<file path="config.mk">
export PLATFORM = sky130hd
export DESIGN_NAME = lcd_spi_fifo
export DESIGN_NICKNAME = d
export VERILOG_FILES = /design/src/rtl/lcd_spi_fifo.sv
export SDC_FILE = /design/constraint.sdc
export NUM_CORES = 1
export LEC_CHECK = 0
export ABC_AREA = 1
export BUFFER_PORTS_ARGS = -buffer_cell sky130_fd_sc_hd__buf_4
export CAP_MARGIN = 25
export CORE_MARGIN = 2
export CORE_UTILIZATION = 55
export DETAILED_ROUTE_END_ITERATION = 10
export PLACE_DENSITY = 0.85
export SLEW_MARGIN = 20
export SYNTH_ARGS = -nofsm -noshare
export SYNTH_HDL_FRONTEND = slang
export SYNTH_SLANG_ARGS = --single-unit
export TNS_END_PERCENT = 100
</file>
<file path="constraint.sdc">
create_clock -name clk -period 2.6 [get_ports clk]
set_input_delay 0.26 -clock clk [delete_from_list [all_inputs] [get_ports clk]]
set_output_delay 0.26 -clock clk [all_outputs]
set_load 0.02 [all_outputs]
</file>
<file path="src/rtl/lcd_spi_fifo.sv">
// lcd_spi_fifo: buffered 4-wire SPI transmitter for an ILI9341V LCD.
//
// The CPU pushes byte, 16-bit word and chip-select-release entries into a
// circular transmit FIFO. An IDLE/LO/HI engine drains the FIFO onto SPI
// mode 0, MSB first. Each SCK half-period lasts CLKDIV clk cycles.
//
// Parameters:
//   DEPTH   FIFO entries (power of two, 2..128)
//   CLKDIV  clk cycles per SCK half-period (1..255)
// Ports:
//   clk     system clock
//   reset   asynchronous, active-high reset
//   load    push a byte entry (in[8]=0) or a CSX-release entry (in[8]=1);
//           in[9] is the DCX value the entry carries
//   load16  push a 16-bit data word (DCX=1); ignored while load is high
//   in      entry payload
//   out     status {busy, full, overflow, 5'b0, level[7:0]}
//   DCX     data/command-not
//   CSX     chip select, active low
//   SDO     serial data, stable across every SCK rise
//   SCK     serial clock, idles low
//
// Push handshake: load/load16 is a single-cycle push with no back-pressure.
// The push is accepted when the FIFO is not full at that clock edge, even if
// a pop happens on the same edge. A push into a full FIFO is dropped and sets
// the sticky overflow flag, which only reset clears.
module lcd_spi_fifo #(
  parameter int DEPTH  = 16,
  parameter int CLKDIV = 1
) (
  input  logic        clk,
  input  logic        reset,
  input  logic        load,
  input  logic        load16,
  input  logic [15:0] in,
  output logic [15:0] out,
  output logic        DCX,
  output logic        CSX,
  output logic        SDO,
  output logic        SCK
);

  localparam int AW = $clog2(DEPTH);
  localparam int EW = 19;  // {csx_rel, w16, dcx, data[15:0]}

  localparam logic [AW:0] LEVEL_FULL = (AW+1)'(DEPTH);
  localparam logic [7:0]  DIV_LAST   = 8'(CLKDIV - 1);

  localparam logic [1:0] ST_IDLE = 2'd0;
  localparam logic [1:0] ST_LO   = 2'd1;
  localparam logic [1:0] ST_HI   = 2'd2;

  // FIFO storage and bookkeeping
  logic [EW-1:0] mem_q [DEPTH];
  logic [AW-1:0] wr_ptr_q, wr_ptr_d;
  logic [AW-1:0] rd_ptr_q, rd_ptr_d;
  logic [AW:0]   level_q, level_d;
  logic          ovf_q, ovf_d;

  // Serial engine
  logic [1:0]    state_q, state_d;
  logic [15:0]   sh_q, sh_d;
  logic [3:0]    bitcnt_q, bitcnt_d;
  logic [7:0]    div_q, div_d;
  logic          csx_q, csx_d;
  logic          dcx_q, dcx_d;
  logic          sck_q, sck_d;

  logic          push_req;
  logic          push_ok;
  logic          pop;
  logic          full;
  logic          busy;
  logic [EW-1:0] push_entry;
  logic [EW-1:0] head;
  logic [7:0]    level8;

  // Entry construction; load has priority over load16.
  always_comb begin
    push_req = load | load16;
    if (load) begin
      if (in[8]) begin
        push_entry = {1'b1, 1'b0, in[9], 16'h0000};
      end else begin
        push_entry = {1'b0, 1'b0, in[9], 8'h00, in[7:0]};
      end
    end else begin
      push_entry = {1'b0, 1'b1, 1'b1, in};
    end
  end

  assign full    = (level_q == LEVEL_FULL);
  assign push_ok = push_req & ~full;
  assign head    = mem_q[rd_ptr_q];
  // Pops only look at the registered level, so a push into an empty FIFO is
  // popped on the following edge at the earliest.
  assign pop     = (state_q == ST_IDLE) && (level_q != '0);
  assign busy    = (level_q != '0) || (state_q != ST_IDLE);

  always_comb begin
    level8         = '0;
    level8[AW:0]   = level_q;
  end

  assign out = {busy, full, ovf_q, 5'b00000, level8};

  // FIFO pointer/level update; pointers wrap naturally at DEPTH.
  always_comb begin
    wr_ptr_d = push_ok ? wr_ptr_q + AW'(1) : wr_ptr_q;
    rd_ptr_d = pop     ? rd_ptr_q + AW'(1) : rd_ptr_q;
    case ({push_ok, pop})
      2'b10:   level_d = level_q + (AW+1)'(1);
      2'b01:   level_d = level_q - (AW+1)'(1);
      default: level_d = level_q;
    endcase
    ovf_d = ovf_q | (push_req & full);
  end

  // Storage needs no reset: the pointers and level define which slots are valid.
  always_ff @(posedge clk) begin
    if (push_ok) begin
      mem_q[wr_ptr_q] <= push_entry;
    end
  end

  // Serial engine. Bytes are left-aligned in the shift register so the
  // outgoing bit is always sh_q[15] for both byte and word transfers.
  always_comb begin
    state_d  = state_q;
    sh_d     = sh_q;
    bitcnt_d = bitcnt_q;
    div_d    = div_q;
    csx_d    = csx_q;
    dcx_d    = dcx_q;
    sck_d    = sck_q;
    case (state_q)
      ST_IDLE: begin
        if (pop) begin
          dcx_d = head[16];
          if (head[18]) begin
            csx_d = 1'b1;
          end else begin
            csx_d    = 1'b0;
            sh_d     = head[17] ? head[15:0] : {head[7:0], 8'h00};
            bitcnt_d = head[17] ? 4'd15 : 4'd7;
            div_d    = 8'd0;
            state_d  = ST_LO;
          end
        end
      end
      ST_LO: begin
        if (div_q == DIV_LAST) begin
          sck_d   = 1'b1;
          div_d   = 8'd0;
          state_d = ST_HI;
        end else begin
          div_d = div_q + 8'd1;
        end
      end
      ST_HI: begin
        if (div_q == DIV_LAST) begin
          // Falling edge: the next bit moves onto SDO together with SCK low.
          sck_d = 1'b0;
          sh_d  = {sh_q[14:0], 1'b0};
          div_d = 8'd0;
          if (bitcnt_q == 4'd0) begin
            state_d = ST_IDLE;
          end else begin
            bitcnt_d = bitcnt_q - 4'd1;
            state_d  = ST_LO;
          end
        end else begin
          div_d = div_q + 8'd1;
        end
      end
      default: begin
        state_d = ST_IDLE;
        sck_d   = 1'b0;
      end
    endcase
  end

  always_ff @(posedge clk or posedge reset) begin
    if (reset) begin
      wr_ptr_q <= '0;
      rd_ptr_q <= '0;
      level_q  <= '0;
      ovf_q    <= 1'b0;
      state_q  <= ST_IDLE;
      sh_q     <= 16'h0000;
      bitcnt_q <= 4'd0;
      div_q    <= 8'd0;
      csx_q    <= 1'b1;
      dcx_q    <= 1'b0;
      sck_q    <= 1'b0;
    end else begin
      wr_ptr_q <= wr_ptr_d;
      rd_ptr_q <= rd_ptr_d;
      level_q  <= level_d;
      ovf_q    <= ovf_d;
      state_q  <= state_d;
      sh_q     <= sh_d;
      bitcnt_q <= bitcnt_d;
      div_q    <= div_d;
      csx_q    <= csx_d;
      dcx_q    <= dcx_d;
      sck_q    <= sck_d;
    end
  end

  assign CSX = csx_q;
  assign DCX = dcx_q;
  assign SCK = sck_q;
  assign SDO = sh_q[15];

endmodule
</file>
# [Word-level counts from Yosys, hierarchy flattened]
# Memory sizes are Yosys's and may differ from the RTL's.
# Cells that the tools add are included.
[word_totals] reg_bits=47 latch_bits=0 ramBits=304 romBits=0 input_bits=20 out_inout_bits=20 n_memories=1
[classes] add_sub_neg=6 multipliers=0 n_div=0 n_lt_le_gt_ge=0 eq_ne=10 n_shift=0 mux=30 bitwise_logic=6 reduce_logical=17
[memory_table] memory="mem_q" words=16 width=19 rd=1 rd_clocked_by_memory_dff=0 write_ports=1 line_no="54" text="logic [EW-1:0] mem_q [DEPTH];"
[ops] operator="two-way mux 16 bit" count=4
[ops] operator="two-way mux 19 bit" count=2
[ops] operator="case mux 16 bit (2 select lines)" count=1
[ops] operator="two-way mux 8 bit" count=3
[ops] operator="two-way mux 4 bit" count=5
[ops] operator="case mux 8 bit (2 select lines)" count=1
[ops] operator="inequality test 2 bit (second input constant)" count=5
[ops] operator="case mux 5 bit (2 select lines)" count=1
[ops] operator="adder 4 x 1 -> 4 bit (second input constant)" count=2
[ops] operator="adder 8 x 1 -> 8 bit (second input constant)" count=1
[ops] operator="zero test 8 bit" count=1
[ops] operator="two-way mux 2 bit" count=4
[ops] operator="case mux 4 bit (2 select lines)" count=1
[ops] operator="AND reduction 4 bit" count=2
[ops] operator="nonzero test 2 bit" count=4
[ops] operator="two-way mux 1 bit" count=6
[ops] operator="case mux 2 bit (3 select lines)" count=1
[ops] operator="AND reduction 3 bit" count=2
[ops] operator="adder 5 x 1 -> 5 bit (second input constant)" count=1
[ops] operator="== test 5 bit (second input constant)" count=1
[ops] operator="AND reduction 5 bit" count=1
[ops] operator="nonzero test 5 bit" count=1
[ops] operator="subtractor 5 x 1 -> 5 bit (second input constant)" count=1
[ops] operator="== test 2 x 1 -> 1 bit (second input constant)" count=2
[ops] operator="other kinds (12)" count=16

# [Depth between registers and ports, before layout]
# Gate-level depths: netlist of run 1.
[logic_depth] ltp_word=5 ltp_mapped=16

# [Least setup slack after synthesis of run 1]
# Ideal clock, no wire load.
[synth_path] path_type="register to register" start="reg level_q[1]" end="reg level_q[4]" setup_ns=0.083 arrival_time_ns=2.522 required_ns=2.517 setup_slack_ns=-0.005 path_stages_with_launch=17 n_path_buf=0 synth_period_minus_slack_ns=2.605 cell_sequence="dfrtp_1 -> nor2_1 -> nand2_1 -> nor2_1 -> inv_1 -> nand2_1 -> clkinv_1 -> ha_1 -> xor2_1 -> ha_1 -> or2_2 -> nand2_1 -> nand2_1 -> a21oi_1 -> xor2_1 -> nand2_1 -> o21ai_0"
[synth_between] word_cells_on_any_way=11 cone_classes="2 x add/sub; 3 x eq/ne; 1 x mux; 2 x bitwise; 3 x reduce/logical"
[synth_rtl] element="start: declaration" line_no="57" text="logic [AW:0] level_q, level_d;"
[synth_rtl] element="start signal: assignment" line_no="199" text="level_q <= level_d;"
[synth_rtl] element="nonzero test 5 bit *" line_no="97" text="assign pop = (state_q == ST_IDLE) && (level_q != '0);"
[synth_rtl] element="logical AND 1 bit *" line_no="97"
[synth_rtl] element="net pop" line_no="71" text="logic pop;"
[synth_rtl] element="== test 2 x 1 -> 1 bit or == test 2 bit (tied branches)" line_no="111" text="case ({push_ok, pop})"
[synth_rtl] element="case mux 5 bit (2 select lines) or nonzero test 2 bit (tied branches)"
# Mark *: on every way through the listed nets, which the timed path passes. The rest lies on a longest branch.
# A chain may end at the register's enable or synchronous reset.

# [Worst setup path after layout of run 1]
[layout_path] start="reg level_q[3]" end="reg level_q[4]"
# Same word-level chain as after synthesis.

==> impl_metrics.sql, run 1 <==
INSERT INTO impl_metrics (metric_group, metric, value, unit) VALUES
('timing', 'post-route-period-util', '0.931', ''),
('global_routing', 'grt-ovfl-total', '0', ''),
('synthesis', 'yosysSeqAreaShare', '0.674', ''),
('cells_and_area', 'layout.area.seq', '0.0103', 'mm²'),
('worst_setup_path', 'crit_family', 'simple AND/OR/NAND/NOR gates', ''),
('timing', 'max-slew-margin-rel', '0.380', ''),
('timing', 'setup_total_negative_slack', '0', 'ns'),
('clock_tree', 'htreeDepth', '2', ''),
('worst_setup_path', 'cp_data_required_time', '3.05', 'ns'),
('cells_and_area', 'final_cell_mix', 'sky130_fd_sc_hd__nand2_1, sky130_fd_sc_hd__edfxtp_1, sky130_fd_sc_hd__nor2_1', ''),
('synthesis', 'synth_cell_type_count', '35', ''),
('detailed_routing', 'route.vias.total', '10800', ''),
('clock_tree', 'path_clk_slew', '0.06', 'ns'),
('timing', 'skew', '0.0331', 'ns'),
('power', 'power-per-cell-area', '1200', 'mW/mm²'),
('clock_tree', 'worstSkewPairLatency', '0.55', 'ns'),
('die', 'pin_count', '40', ''),
('die', 'fp.coreArea', '0.0276', 'mm²'),
('synthesis', 'post_synth.cell_area_avg', '10.7', 'µm²'),
('worst_setup_path', 'timing.critical_path.arrival', '2.87', 'ns'),
('timing', 'fin_crit', '2.42', 'ns'),
('worst_setup_path', 'reg2reg_setup_slack', '0.18', 'ns'),
('timing', 'final_max_slew_viol_count', '0', ''),
('synthesis', 'syn_area', '0.0153', 'mm²'),
('clock_tree', 'cts_buffers', '36', ''),
('worst_setup_path', 'worst-r2r-cell-count', '16', ''),
('detailed_routing', 'drt_iter0_markers', '1610', ''),
('cells_and_area', 'mostFrequentLayoutCell', 'sky130_fd_sc_hd__nand2_1', ''),
('clock_tree', 'cts_tree', 'built', ''),
('worst_setup_path', 'cp-end-kind', 'flop', ''),
('worst_setup_path', 'cpMaxStageDelayCell', 'sky130_fd_sc_hd__dfrtp_1', ''),
('clock_tree', 'clock_tree.buffer_depth', '3', ''),
('place', 'routabilityCongestion', '0.855', ''),
('clock_tree', 'cts_sinks', '351', ''),
('min_path', 'hold_path_class', 'input pin to flop', ''),
('cells_and_area', 'final_cells', '1907', ''),
('die', 'die_area', '0.0291', 'mm²'),
('worst_setup_path', 'cp_num_buf_inv', '2', ''),
('place', 'dpl.hpwl', '21.5', 'mm'),
('cells_and_area', 'layout.cell_area.non_filler', '0.0175', 'mm²'),
('timing', 'worst-slew-pin-transition', '0.927', 'ns'),
('synthesis', 'yosys_reg_bits', '351', ''),
('worst_setup_path', 'critPathMostFrequentCell', 'sky130_fd_sc_hd__nand2_1', ''),
('min_path', 'timing.hold.worst.start', 'load16', ''),
('worst_setup_path', 'worst-path-max-fanout', '3', ''),
('detailed_routing', 'post_drt_wl_per_cell', '19.3', 'µm'),
('min_path', 'min_path_cells', '3', ''),
('global_routing', 'grt_antenna_before_repair', '1', ''),
('detailed_routing', 'remaining_drc_errors', '0', ''),
('place', 'number_of_buffer_cells_added_on_primary_ports', '31', ''),
('timing', 'setup_viol', '0', ''),
('die', 'row_count', '61', ''),
('detailed_routing', 'drtPass1Iterations', '6', ''),
('worst_setup_path', 'setup.worst_path.start_class', 'flop', ''),
('timing', 'number_of_hold_violations_in_the_final_report', '0', ''),
('global_routing', 'grtUsageTotal', '0.258', ''),
('power', 'power.leakage', '0.00702', 'µW'),
('place', 'placed_cells_incl_taps', '1839', ''),
('timing', 'fmaxAchievable', '0.413', 'GHz'),
('detailed_routing', 'average_via_count_per_standard_cell', '5.65', ''),
('run_status', 'run_status', 'complete, no violations', ''),
('global_routing', 'first_pass_grt_wire_length', '56.6', 'mm'),
('synthesis', 'biggest_area_consumer_among_synthesized_cells', 'sky130_fd_sc_hd__edfxtp_1', ''),
('die', 'die_height', '171', 'µm'),
('timing', 'hold_slack', '0.0211', 'ns'),
('cells_and_area', 'final_net_count', '1537', ''),
('cells_and_area', 'area_growth_syn_to_layout', '14.4', '%'),
('cells_and_area', 'fill_cells', '1959', ''),
('global_routing', 'largest_net_degree_at_the_start_of_global_routing', '108', ''),
('timing', 'rsz_0062_raised_after_global_routing', 'false', ''),
('global_routing', 'via_count_of_the_first_global_routing_pass', '10600', '');
cell families after synthesis:
logic type,count (synthesis),share of synthesized area
fa+ha+maj,16,0.0131
other cells,1,0.000245
flops,351,0.674
xor+xnor,17,0.00974
buf+inv,195,0.0588
simple gates,702,0.189
compound gates,147,0.0550
flip-flops by register name, summed over array words and instances, names as in the netlist, 2 cells and up:
name / flops
mem_q: 304
sh_q: 16
wr_ptr_q: 4
level_q: 5
div_q: 8
rd_ptr_q: 4
state_q: 2
bitcnt_q: 4
per-stage QoR:
stage                     worst slack [ns]   util
after floorplan                     0.0865      -
after global placement               0.174  0.589
after detailed placement           0.00231  0.589
after CTS                           0.0194  0.633
after global routing                0.0246  0.635
final                                0.179  0.635
layer usage:
| metal | part of all wire | vias up | global-route usage |
|---|---|---|---|
| met1 | 0.36 | 5060 | 0.314 |
| li1 | - | 4936 | - |
| met5 | 0 | - | 0 |
| met3 | 0.11 | 146 | 0.0692 |
| met4 | 0.051 | 0 | 0.135 |
| met2 | 0.48 | 640 | 0.424 |
power breakdown:
group	total (µW)	switching, µW	internal [µW]	leakage, µW
sequential	7560	362	7200	0.00336
combinational	8290	5740	2550	0.00310
clock	5110	2170	2940	0.000559
total	21000	8270	12700	0.00702
synth_stat cells:
library cell,count
sky130_fd_sc_hd__a21oi_1,14
sky130_fd_sc_hd__a21oi_4,1
sky130_fd_sc_hd__a31oi_1,4
sky130_fd_sc_hd__buf_1,11
sky130_fd_sc_hd__buf_12,2
sky130_fd_sc_hd__buf_2,31
sky130_fd_sc_hd__buf_4,14
sky130_fd_sc_hd__buf_6,5
sky130_fd_sc_hd__clkbuf_1,18
sky130_fd_sc_hd__clkinv_1,2
sky130_fd_sc_hd__conb_1,1
sky130_fd_sc_hd__dfrtp_1,46
sky130_fd_sc_hd__dfstp_2,1
sky130_fd_sc_hd__edfxtp_1,304
sky130_fd_sc_hd__ha_1,16
sky130_fd_sc_hd__inv_1,110
sky130_fd_sc_hd__inv_4,2
sky130_fd_sc_hd__nand2_1,367
sky130_fd_sc_hd__nand2_2,4
sky130_fd_sc_hd__nand3_1,145
sky130_fd_sc_hd__nand3_2,3
sky130_fd_sc_hd__nand3b_1,2
sky130_fd_sc_hd__nand4_1,3
sky130_fd_sc_hd__nor2_1,166
sky130_fd_sc_hd__nor3_1,1
sky130_fd_sc_hd__nor4_1,1
sky130_fd_sc_hd__o211ai_1,29
sky130_fd_sc_hd__o21ai_0,88
sky130_fd_sc_hd__o21ai_1,5
sky130_fd_sc_hd__o21bai_1,1
sky130_fd_sc_hd__o221ai_1,3
sky130_fd_sc_hd__o22ai_1,2
sky130_fd_sc_hd__or2_2,10
sky130_fd_sc_hd__xnor2_1,5
sky130_fd_sc_hd__xor2_1,12
tightest hold or removal path, stage by stage:
cell and delay (ns):
sky130_fd_sc_hd__buf_4 0.08, sky130_fd_sc_hd__nor2_1 0.04, sky130_fd_sc_hd__o21bai_1 0.13
layout make-up:
cell class,count,share of cell area
diodes,1,0.000143
clock inverters,22,0.0132
flip-flops and latches,351,0.590
inverters,114,0.0249
well taps,378,0.0270
multi-input cells,890,0.240
clock buffers,43,0.0542
repair buffers,108,0.0508
worst max-delay path by stage:
| stage | from | endpoint | slack, ns | cells past startpoint |
|---|---|---|---|---|
| after floorplan | level_q[1]$_DFFE_PP0P_ | level_q[4]$_DFFE_PP0P_ | 0.09 | 16 |
| after global placement | level_q[2]$_DFFE_PP0P_ | level_q[4]$_DFFE_PP0P_ | 0.17 | 16 |
| after detailed placement | level_q[1]$_DFFE_PP0P_ | level_q[4]$_DFFE_PP0P_ | 0.002 | 16 |
| after CTS | level_q[1]$_DFFE_PP0P_ | level_q[4]$_DFFE_PP0P_ | 0.02 | 16 |
| after global routing | level_q[3]$_DFFE_PP0P_ | level_q[4]$_DFFE_PP0P_ | 0.02 | 16 |
| final | level_q[3]$_DFFE_PP0P_ | level_q[4]$_DFFE_PP0P_ | 0.18 | 16 |
repair_timing:
item | in CTS | in global routing
hold buffers | 1 | 0
endpoints found under the hold margin | 23 | 0
pin swaps | 0 | 5
endpoints found under the setup margin | 1 | 1
resized for setup | 2 | 12
setup buffers | 0 | 1
(Power assumes the default switching activity.)
==> inputs of run 2 (changes only) <==
- ABC_AREA: 1 -> 0
==> run 2 against run 1 <==
Effect of this change:
- combinational power fell by 7.4%
- register-to-register slack got worse by 0.16 ns
- area after synthesis fell by 4.8%
- hold slack improved by 0.017 ns
- global-route usage fell by 1.8 points
- sequential share of layout area rose by 2.1 points
- die area fell by 4.7%
- largest cell class unchanged
==> impl_metrics.sql, run 2 <==
INSERT INTO impl_metrics (metric_group, metric, value, unit) VALUES
('cells_and_area', 'largest_registers', 'mem_q: 304 flops, sh_q: 16 flops, div_q: 8 flops', ''),
('worst_setup_path', 'reg2reg_setup_slack', '0.01', 'ns'),
('timing', 'max-slew-margin-rel', '0.301', ''),
('timing', 'setup_viol', '0', ''),
('detailed_routing', 'drtPass1Iterations', '8', ''),
('place', 'placed_cell_areas', '0.0156', 'mm²'),
('clock_tree', 'worstSkewPairLatency', '0.52', 'ns'),
('run_status', 'run_status', 'complete, no violations', ''),
('synthesis', 'synth.most_common_cell', 'sky130_fd_sc_hd__edfxtp_1', ''),
('timing', 'hold_slack', '0.0384', 'ns'),
('synthesis', 'yosys.area.top_type_share', '0.627', ''),
('die', 'pin_count', '40', ''),
('cells_and_area', 'largest_reg_flops', '304', ''),
('die', 'initial_core_utilization', '0.560', ''),
('place', 'number_of_buffer_cells_added_on_primary_ports', '31', ''),
('power', 'power.leakage', '0.00596', 'µW'),
('worst_setup_path', 'critical_path.reg2reg.endpoint', 'sh_q[15]$_DFFE_PP0P_', ''),
('detailed_routing', 'drt_iter0_markers', '1260', ''),
('synthesis', 'syn_area', '0.0146', 'mm²'),
('detailed_routing', 'post_drt_wl_per_cell', '26.3', 'µm'),
('min_path', 'hold_path_class', 'input pin to flop', ''),
('worst_setup_path', 'worst-path-max-fanout', '16', ''),
('synthesis', 'post_synth_inst_count', '827', ''),
('place', 'dpl.hpwl', '19.2', 'mm'),
('place', 'routabilityCongestion', '0.883', ''),
('cells_and_area', 'final_cell_mix', 'sky130_fd_sc_hd__edfxtp_1, sky130_fd_sc_hd__buf_4, sky130_fd_sc_hd__mux4_2', ''),
('timing', 'number_of_hold_violations_in_the_final_report', '0', ''),
('synthesis', 'async_reset_ff_frac', '0.134', ''),
('clock_tree', 'root_buffer', 'sky130_fd_sc_hd__clkbuf_16', ''),
('synthesis', 'synth.area.top_cells', 'sky130_fd_sc_hd__edfxtp_1, sky130_fd_sc_hd__mux4_2, sky130_fd_sc_hd__dfrtp_1', ''),
('min_path', 'min_path_cells', '3', ''),
('cells_and_area', 'drive_gt1_frac', '0.293', ''),
('detailed_routing', 'routed_wirelength', '33.9', 'mm'),
('detailed_routing', 'route.vias.total', '8318', ''),
('clock_tree', 'cts_sinks', '351', ''),
('clock_tree', 'cts_buffers', '35', ''),
('clock_tree', 'path_clk_slew', '0.07', 'ns'),
('global_routing', 'grtUsageTotal', '0.240', ''),
('synthesis', 'synth_commonest_cells', 'sky130_fd_sc_hd__edfxtp_1, sky130_fd_sc_hd__mux4_2, sky130_fd_sc_hd__nand2_1, sky130_fd_sc_hd__dfrtp_1, sky130_fd_sc_hd__a22oi_1', ''),
('die', 'die_area', '0.0278', 'mm²'),
('clock_tree', 'cts_tree', 'built', ''),
('die', 'die_height', '167', 'µm'),
('timing', 'post-route-period-util', '0.995', ''),
('worst_setup_path', 'timing.critical_path.arrival', '2.96', 'ns'),
('detailed_routing', 'remaining_drc_errors', '0', ''),
('detailed_routing', 'ant_nets', '0', ''),
('timing', 'worst-slew-pin-transition', '1.05', 'ns'),
('timing', 'fin_crit', '2.59', 'ns'),
('worst_setup_path', 'setup.worst_path.class', 'flop to flop', ''),
('clock_tree', 'htreeDepth', '2', ''),
('worst_setup_path', 'worst-r2r-cell-count', '8', ''),
('min_path', 'timing.hold.worst.start', 'load16', ''),
('global_routing', 'via_count_of_the_first_global_routing_pass', '8206', ''),
('min_path', 'end_point_of_the_most_critical_hold_path', 'ovf_q$_DFF_PP0_', ''),
('die', 'chipWidth', '167', 'µm'),
('global_routing', 'grt_antenna_before_repair', '0', ''),
('synthesis', 'biggest_area_consumer_among_synthesized_cells', 'sky130_fd_sc_hd__edfxtp_1', ''),
('power', 'power-per-cell-area', '1190', 'mW/mm²'),
('timing', 'skew', '0.0214', 'ns'),
('timing', 'final_max_slew_viol_count', '0', ''),
('synthesis', 'post_synth.cell_area_avg', '17.6', 'µm²'),
('worst_setup_path', 'worst_r2r_startpoint', 'rd_ptr_q[0]$_DFFE_PP0P_', ''),
('die', 'row_count', '59', ''),
('synthesis', 'synthFlopType', 'sky130_fd_sc_hd__edfxtp_1', ''),
('global_routing', 'first_pass_grt_wire_length', '50.0', 'mm'),
('power', 'vdd_drop_max', '898', 'µV'),
('cells_and_area', 'mostFrequentLayoutCell', 'sky130_fd_sc_hd__edfxtp_1', ''),
('die', 'fp.coreArea', '0.0260', 'mm²'),
('synthesis', 'number_of_flops_mapped_to_enable_cells_by_yosys', '304', ''),
('synthesis', 'yosysSeqAreaShare', '0.708', ''),
('cells_and_area', 'area_growth_syn_to_layout', '16.1', '%'),
('detailed_routing', 'average_via_count_per_standard_cell', '6.45', ''),
('synthesis', 'synth_warnings', '0', ''),
('job', 'max_cap_violations', '0', ''),
('worst_setup_path', 'cp_data_required_time', '2.97', 'ns'),
('timing', 'rsz_0062_raised_after_global_routing', 'true', ''),
('timing', 'fmaxAchievable', '0.387', 'GHz'),
('cells_and_area', 'fill_cells', '1614', ''),
('cells_and_area', 'final_net_count', '966', ''),
('global_routing', 'largest_net_degree_at_the_start_of_global_routing', '36', ''),
('cells_and_area', 'fin_util', '0.650', ''),
('cells_and_area', 'max_flop_register', 'mem_q', ''),
('global_routing', 'grt-ovfl-total', '0', ''),
('worst_setup_path', 'cp-end-kind', 'flop', ''),
('worst_setup_path', 'setup.worst_path.start_class', 'flop', ''),
('cells_and_area', 'layout.cell_area.non_filler', '0.0169', 'mm²'),
('clock_tree', 'clock_tree.buffer_depth', '3', ''),
('synthesis', 'synth_cell_type_count', '57', ''),
('synthesis', 'yosys_reg_bits', '351', '');
-- run 2: cell count changes after synthesis, moves of 29 or more --
cell | before | now
sky130_fd_sc_hd__nand2_1 | 367 | 73
sky130_fd_sc_hd__nor2_1 | 166 | 23
sky130_fd_sc_hd__nand3_1 | 145 | 5
sky130_fd_sc_hd__inv_1 | 110 | 16
sky130_fd_sc_hd__mux4_2 | 0 | 75
sky130_fd_sc_hd__o21ai_0 | 88 | 24
sky130_fd_sc_hd__a22oi_1 | 0 | 33
sky130_fd_sc_hd__and2_1 | 0 | 29
-- run 2: per-layer routing --
layer  vias up  share of wire  routed length (µm)  global-route usage
met5         -              0                   0                   0
met4         0          0.041                1370               0.101
met3       112           0.11                3650              0.0454
met2       589           0.49               16700               0.388
met1      4166           0.36               12200               0.326
li1       3451              -                   -                   -
-- run 2: area by class of cell --
type	instances	area (µm²)	share of cell area
flip-flops and latches	351	10300	0.611
clock inverters	15	110	0.00652
clock buffers	45	945	0.0559
diodes	1	2.50	0.000148
inverters	16	60.1	0.00355
multi-input cells	417	4030	0.239
well taps	335	419	0.0248
repair buffers	109	1010	0.0599
-- run 2: worst max path at each step --
stage                     slack [ns]  cells after the start                     from                      to
after floorplan                 0.02                     12   level_q[2]$_DFFE_PP0P_  level_q[4]$_DFFE_PP0P_
after global placement          0.08                     12   level_q[2]$_DFFE_PP0P_  level_q[4]$_DFFE_PP0P_
after detailed placement        0.02                      7  rd_ptr_q[0]$_DFFE_PP0P_    sh_q[11]$_DFFE_PP0P_
after CTS                       0.01                     12   level_q[2]$_DFFE_PP0P_  level_q[4]$_DFFE_PP0P_
after global routing           -0.03                     13   level_q[1]$_DFFE_PP0P_  level_q[4]$_DFFE_PP0P_
final                           0.01                      8  rd_ptr_q[0]$_DFFE_PP0P_    sh_q[15]$_DFFE_PP0P_
-- run 2: timing repair --
| action | CTS | global route |
|---|---|---|
| endpoints found under the hold margin | 25 | 0 |
| setup endpoints to repair | 1 | 9 |
| setup buffers | 4 | 14 |
| gates resized for setup | 0 | 17 |
| cloned | 0 | 1 |
| hold buffers | 1 | 0 |
| pin swaps | 0 | 16 |
-- run 2: kinds of logic after synthesis --
family / Yosys count / share of synthesized area
AO/OA/AOI/OAI: 102 / 0.0496
XOR/XNOR: 13 / 0.00782
adder cells (fa/ha/maj): 16 / 0.0138
buffers and inverters: 66 / 0.0233
flip-flops: 351 / 0.708
multiplexers: 98 / 0.134
other: 1 / 0.000258
AND/OR/NAND/NOR: 180 / 0.0631
-- run 2: power by group --
group          internal [µW]  switching (µW)  total, µW
Sequential              7200             570       7770
Clock                   2670            2010       4680
Combinational           3510            4170       7680
-- run 2: worst max-delay path, cell delays in order, from the launching register on --
cell and delay, ns:
sky130_fd_sc_hd__dfrtp_4 0.45, sky130_fd_sc_hd__buf_12 0.12, sky130_fd_sc_hd__buf_12 0.18, sky130_fd_sc_hd__mux4_2 0.54, sky130_fd_sc_hd__a22oi_2 0.23, sky130_fd_sc_hd__nand2_1 0.12
sky130_fd_sc_hd__mux2_2 0.29, sky130_fd_sc_hd__a222oi_1 0.40, sky130_fd_sc_hd__nand2_1 0.11
-- run 2: metrics by stage --
step           worst slack, ns  total power [µW]  TNS (ns)  instances
2_1_floorplan           0.0184             12500         0        834
3_3_place_gp            0.0829             14500         0       1208
3_5_place_dp            0.0231             14800         0       1208
4_1_cts                 0.0100             19700         0       1273
5_1_grt                -0.0328             20900   -0.0812       1288
6_report                0.0140             20100         0       1289
==> inputs of run 3 (changes only) <==
- PLACE_DENSITY: 0.85 -> 0.74
==> run 3 against run 2 <==
Effect of this change:
- the run now ends with negative setup slack left
- power increased by 4.7%
- via count decreased by 4.1%
- global-route usage decreased by 0.66 points
- critical path depth increased by 1
- utilization increased by 1.4 points
- die area unchanged
- clock skew about the same
- non-clock buffer count unchanged
- combinational power increased by 3.4%
- largest cell class unchanged
- largest power group is now combinational logic
==> impl_metrics.sql, run 3 (same netlist as run 2, synthesis figures left out) <==
INSERT INTO impl_metrics (metric_group, metric, value, unit) VALUES
('worst_setup_path', 'timing.critical_path.arrival', '3.00', 'ns'),
('timing', 'post-route-period-util', '1.01', ''),
('global_routing', 'grt_antenna_before_repair', '0', ''),
('detailed_routing', 'drtPass1Iterations', '5', ''),
('global_routing', 'grt.met2_usage', '0.396', ''),
('cells_and_area', 'fin_util', '0.664', ''),
('die', 'fp.coreArea', '0.0260', 'mm²'),
('timing', 'number_of_hold_violations_in_the_final_report', '0', ''),
('clock_tree', 'cts_tree', 'built', ''),
('global_routing', 'grtUsageTotal', '0.234', ''),
('clock_tree', 'clock_tree.buffer_depth', '3', ''),
('die', 'die_height', '167', 'µm'),
('place', 'number_of_buffer_cells_added_on_primary_ports', '31', ''),
('global_routing', 'met3_usage', '0.0387', ''),
('detailed_routing', 'routed_wirelength', '32.5', 'mm'),
('worst_setup_path', 'worst-r2r-cell-count', '9', ''),
('detailed_routing', 'ant_nets', '0', ''),
('cells_and_area', 'largest_reg_flops', '304', ''),
('cells_and_area', 'area_growth_syn_to_layout', '18.6', '%'),
('die', 'chipWidth', '167', 'µm'),
('place', 'preCtsSetupSlack', '-0.0435', 'ns'),
('clock_tree', 'root_buffer', 'sky130_fd_sc_hd__clkbuf_16', ''),
('clock_tree', 'cts_sinks', '351', ''),
('detailed_routing', 'drt_iter0_markers', '889', ''),
('clock_tree', 'worstSkewPairLatency', '0.52', 'ns'),
('timing', 'fin_crit', '2.62', 'ns'),
('power', 'power.leakage', '0.00608', 'µW'),
('worst_setup_path', 'cp_data_required_time', '2.98', 'ns'),
('place', 'dpl.hpwl', '18.9', 'mm'),
('min_path', 'min_path_cells', '3', ''),
('worst_setup_path', 'reg2reg_setup_slack', '-0.02', 'ns'),
('global_routing', 'first_pass_grt_wire_length', '48.5', 'mm'),
('power', 'vdd_drop_max', '693', 'µV'),
('cells_and_area', 'drive_gt1_frac', '0.317', ''),
('global_routing', 'largest_net_degree_at_the_start_of_global_routing', '35', ''),
('timing', 'fmaxAchievable', '0.382', 'GHz'),
('cells_and_area', 'fill_cells', '1700', ''),
('cells_and_area', 'largest_registers', 'mem_q: 304 flops, sh_q: 16 flops, div_q: 8 flops', ''),
('cells_and_area', 'final_cell_mix', 'sky130_fd_sc_hd__edfxtp_1, sky130_fd_sc_hd__buf_4, sky130_fd_sc_hd__mux4_2', ''),
('worst_setup_path', 'worst-path-max-fanout', '7', ''),
('timing', 'final_max_slew_viol_count', '0', ''),
('timing', 'setup_viol', '1', ''),
('detailed_routing', 'post_drt_wl_per_cell', '25.1', 'µm'),
('cells_and_area', 'number_of_antenna_diodes', '0', ''),
('clock_tree', 'cts_buffers', '37', ''),
('timing', 'skew', '0.0211', 'ns'),
('timing', 'rsz_0062_raised_after_global_routing', 'true', ''),
('worst_setup_path', 'setup.worst_path.start_class', 'flop', ''),
('run_status', 'violations', 'negative setup slack', ''),
('die', 'initial_core_utilization', '0.560', ''),
('clock_tree', 'htreeDepth', '2', ''),
('worst_setup_path', 'critical_path.reg2reg.endpoint', 'sh_q[10]$_DFFE_PP0P_', ''),
('worst_setup_path', 'worst_setup_path_startpoint', 'rd_ptr_q[0]$_DFFE_PP0P_', ''),
('run_status', 'run_status', 'finished with violations', ''),
('cells_and_area', 'mostFrequentLayoutCell', 'sky130_fd_sc_hd__edfxtp_1', ''),
('worst_setup_path', 'cp-end-kind', 'flop', ''),
('die', 'pin_count', '40', ''),
('place', 'placed_cell_areas', '0.0156', 'mm²'),
('timing', 'max-slew-margin-rel', '0.168', ''),
('power', 'power-per-cell-area', '1220', 'mW/mm²'),
('global_routing', 'globalRouteMet1Util', '0.315', ''),
('die', 'die_area', '0.0278', 'mm²'),
('detailed_routing', 'route.vias.total', '7973', ''),
('detailed_routing', 'remaining_drc_errors', '0', ''),
('worst_setup_path', 'setup.worst_path.class', 'flop to flop', ''),
('min_path', 'hold_path_class', 'input pin to flop', ''),
('cells_and_area', 'max_flop_register', 'mem_q', ''),
('global_routing', 'grt-ovfl-total', '0', ''),
('die', 'row_count', '59', ''),
('detailed_routing', 'average_via_count_per_standard_cell', '6.16', ''),
('timing', 'worst-slew-pin-transition', '1.24', 'ns'),
('cells_and_area', 'layout.cell_area.non_filler', '0.0173', 'mm²'),
('place', 'routabilityCongestion', '0.821', ''),
('worst_setup_path', 'worst_r2r_startpoint', 'rd_ptr_q[0]$_DFFE_PP0P_', ''),
('global_routing', 'via_count_of_the_first_global_routing_pass', '8102', ''),
('worst_setup_path', 'worstSetupEndpoint', 'sh_q[10]$_DFFE_PP0P_', ''),
('cells_and_area', 'final_net_count', '968', ''),
('timing', 'layout_setup_ws', '-0.0176', 'ns'),
('job', 'max_cap_violations', '0', ''),
('clock_tree', 'path_clk_slew', '0.06', 'ns'),
('global_routing', 'grt-busiest-layer', 'met2', '');
-- run 3: cell count changes in the layout (fill, tap and decap cells not counted), sizes merged --
cell	delta
buf	-1
bufinv	+5
clkbuf	+3
clkinv	-7
clkinvlp	+6
diode	-1
-- run 3: layer usage --
metal  routed length (µm)  vias up
met5                    0        -
met4                  853        0
met1                12700     4062
li1                     -     3460
met3                 2630       61
met2                16300      390
-- run 3: critical path, stage by stage, from the launching register on --
cell	delay, ns
sky130_fd_sc_hd__dfrtp_4	0.48
sky130_fd_sc_hd__buf_12	0.14
sky130_fd_sc_hd__buf_12	0.15
sky130_fd_sc_hd__clkbuf_16	0.18
sky130_fd_sc_hd__mux4_2	0.52
sky130_fd_sc_hd__a22oi_2	0.21
sky130_fd_sc_hd__nand2_1	0.09
sky130_fd_sc_hd__mux2_4	0.26
sky130_fd_sc_hd__a222oi_1	0.33
sky130_fd_sc_hd__nand2_1	0.10
-- run 3: where the power goes --
part	switching (µW)	total, µW	internal (µW)	leakage, µW
clock	2110	5460	3350	0.000597
sequential	466	7660	7200	0.00335
combinational	4240	7940	3700	0.00213
total	6820	21100	14200	0.00608
-- run 3: how the worst min path moves through the flow --
stage,start,end,slack [ns]
4_1_cts,load16,ovf_q$_DFF_PP0_,0.02
2_1_floorplan,load16,ovf_q$_DFF_PP0_,0.43
6_report,load16,ovf_q$_DFF_PP0_,0.03
3_5_place_dp,reset,level_q[3]$_DFFE_PP0P_,0.25
5_1_grt,load16,ovf_q$_DFF_PP0_,0.05
3_3_place_gp,reset,level_q[4]$_DFFE_PP0P_,0.25
-- run 3: timing repair --
| action | in CTS | in global routing |
|---|---|---|
| setup endpoints to repair | 2 | 11 |
| hold buffers | 1 | 0 |
| gates resized for setup | 2 | 34 |
| pin swaps | 1 | 20 |
| endpoints found under the hold margin | 13 | 0 |
| gates cloned | 1 | 2 |
| setup buffers | 0 | 16 |
-- run 3: metrics by stage --
| step | hold WS, ns | instances | power (µW) | TNS (ns) |
|---|---|---|---|---|
| detailed placement | 0.253 | 1207 | 14800 | -0.0435 |
| CTS | 0.0235 | 1275 | 20400 | 0 |
| global placement | 0.254 | 1207 | 14700 | 0 |
| global route | 0.0470 | 1294 | 22000 | -0.432 |
| floorplan | 0.433 | 834 | 12500 | 0 |
| finish | 0.0293 | 1294 | 21100 | -0.0176 |
-- run 3: layout make-up --
cell class	count	area, µm²	area share
Sequential cell	351	10300	0.598
Multi-Input combinational cell	417	4120	0.239
Timing Repair Buffer	109	1080	0.0624
Clock buffer	47	1010	0.0583
Tap cell	335	419	0.0243
Clock inverter	19	264	0.0153
Inverter	16	60.1	0.00348
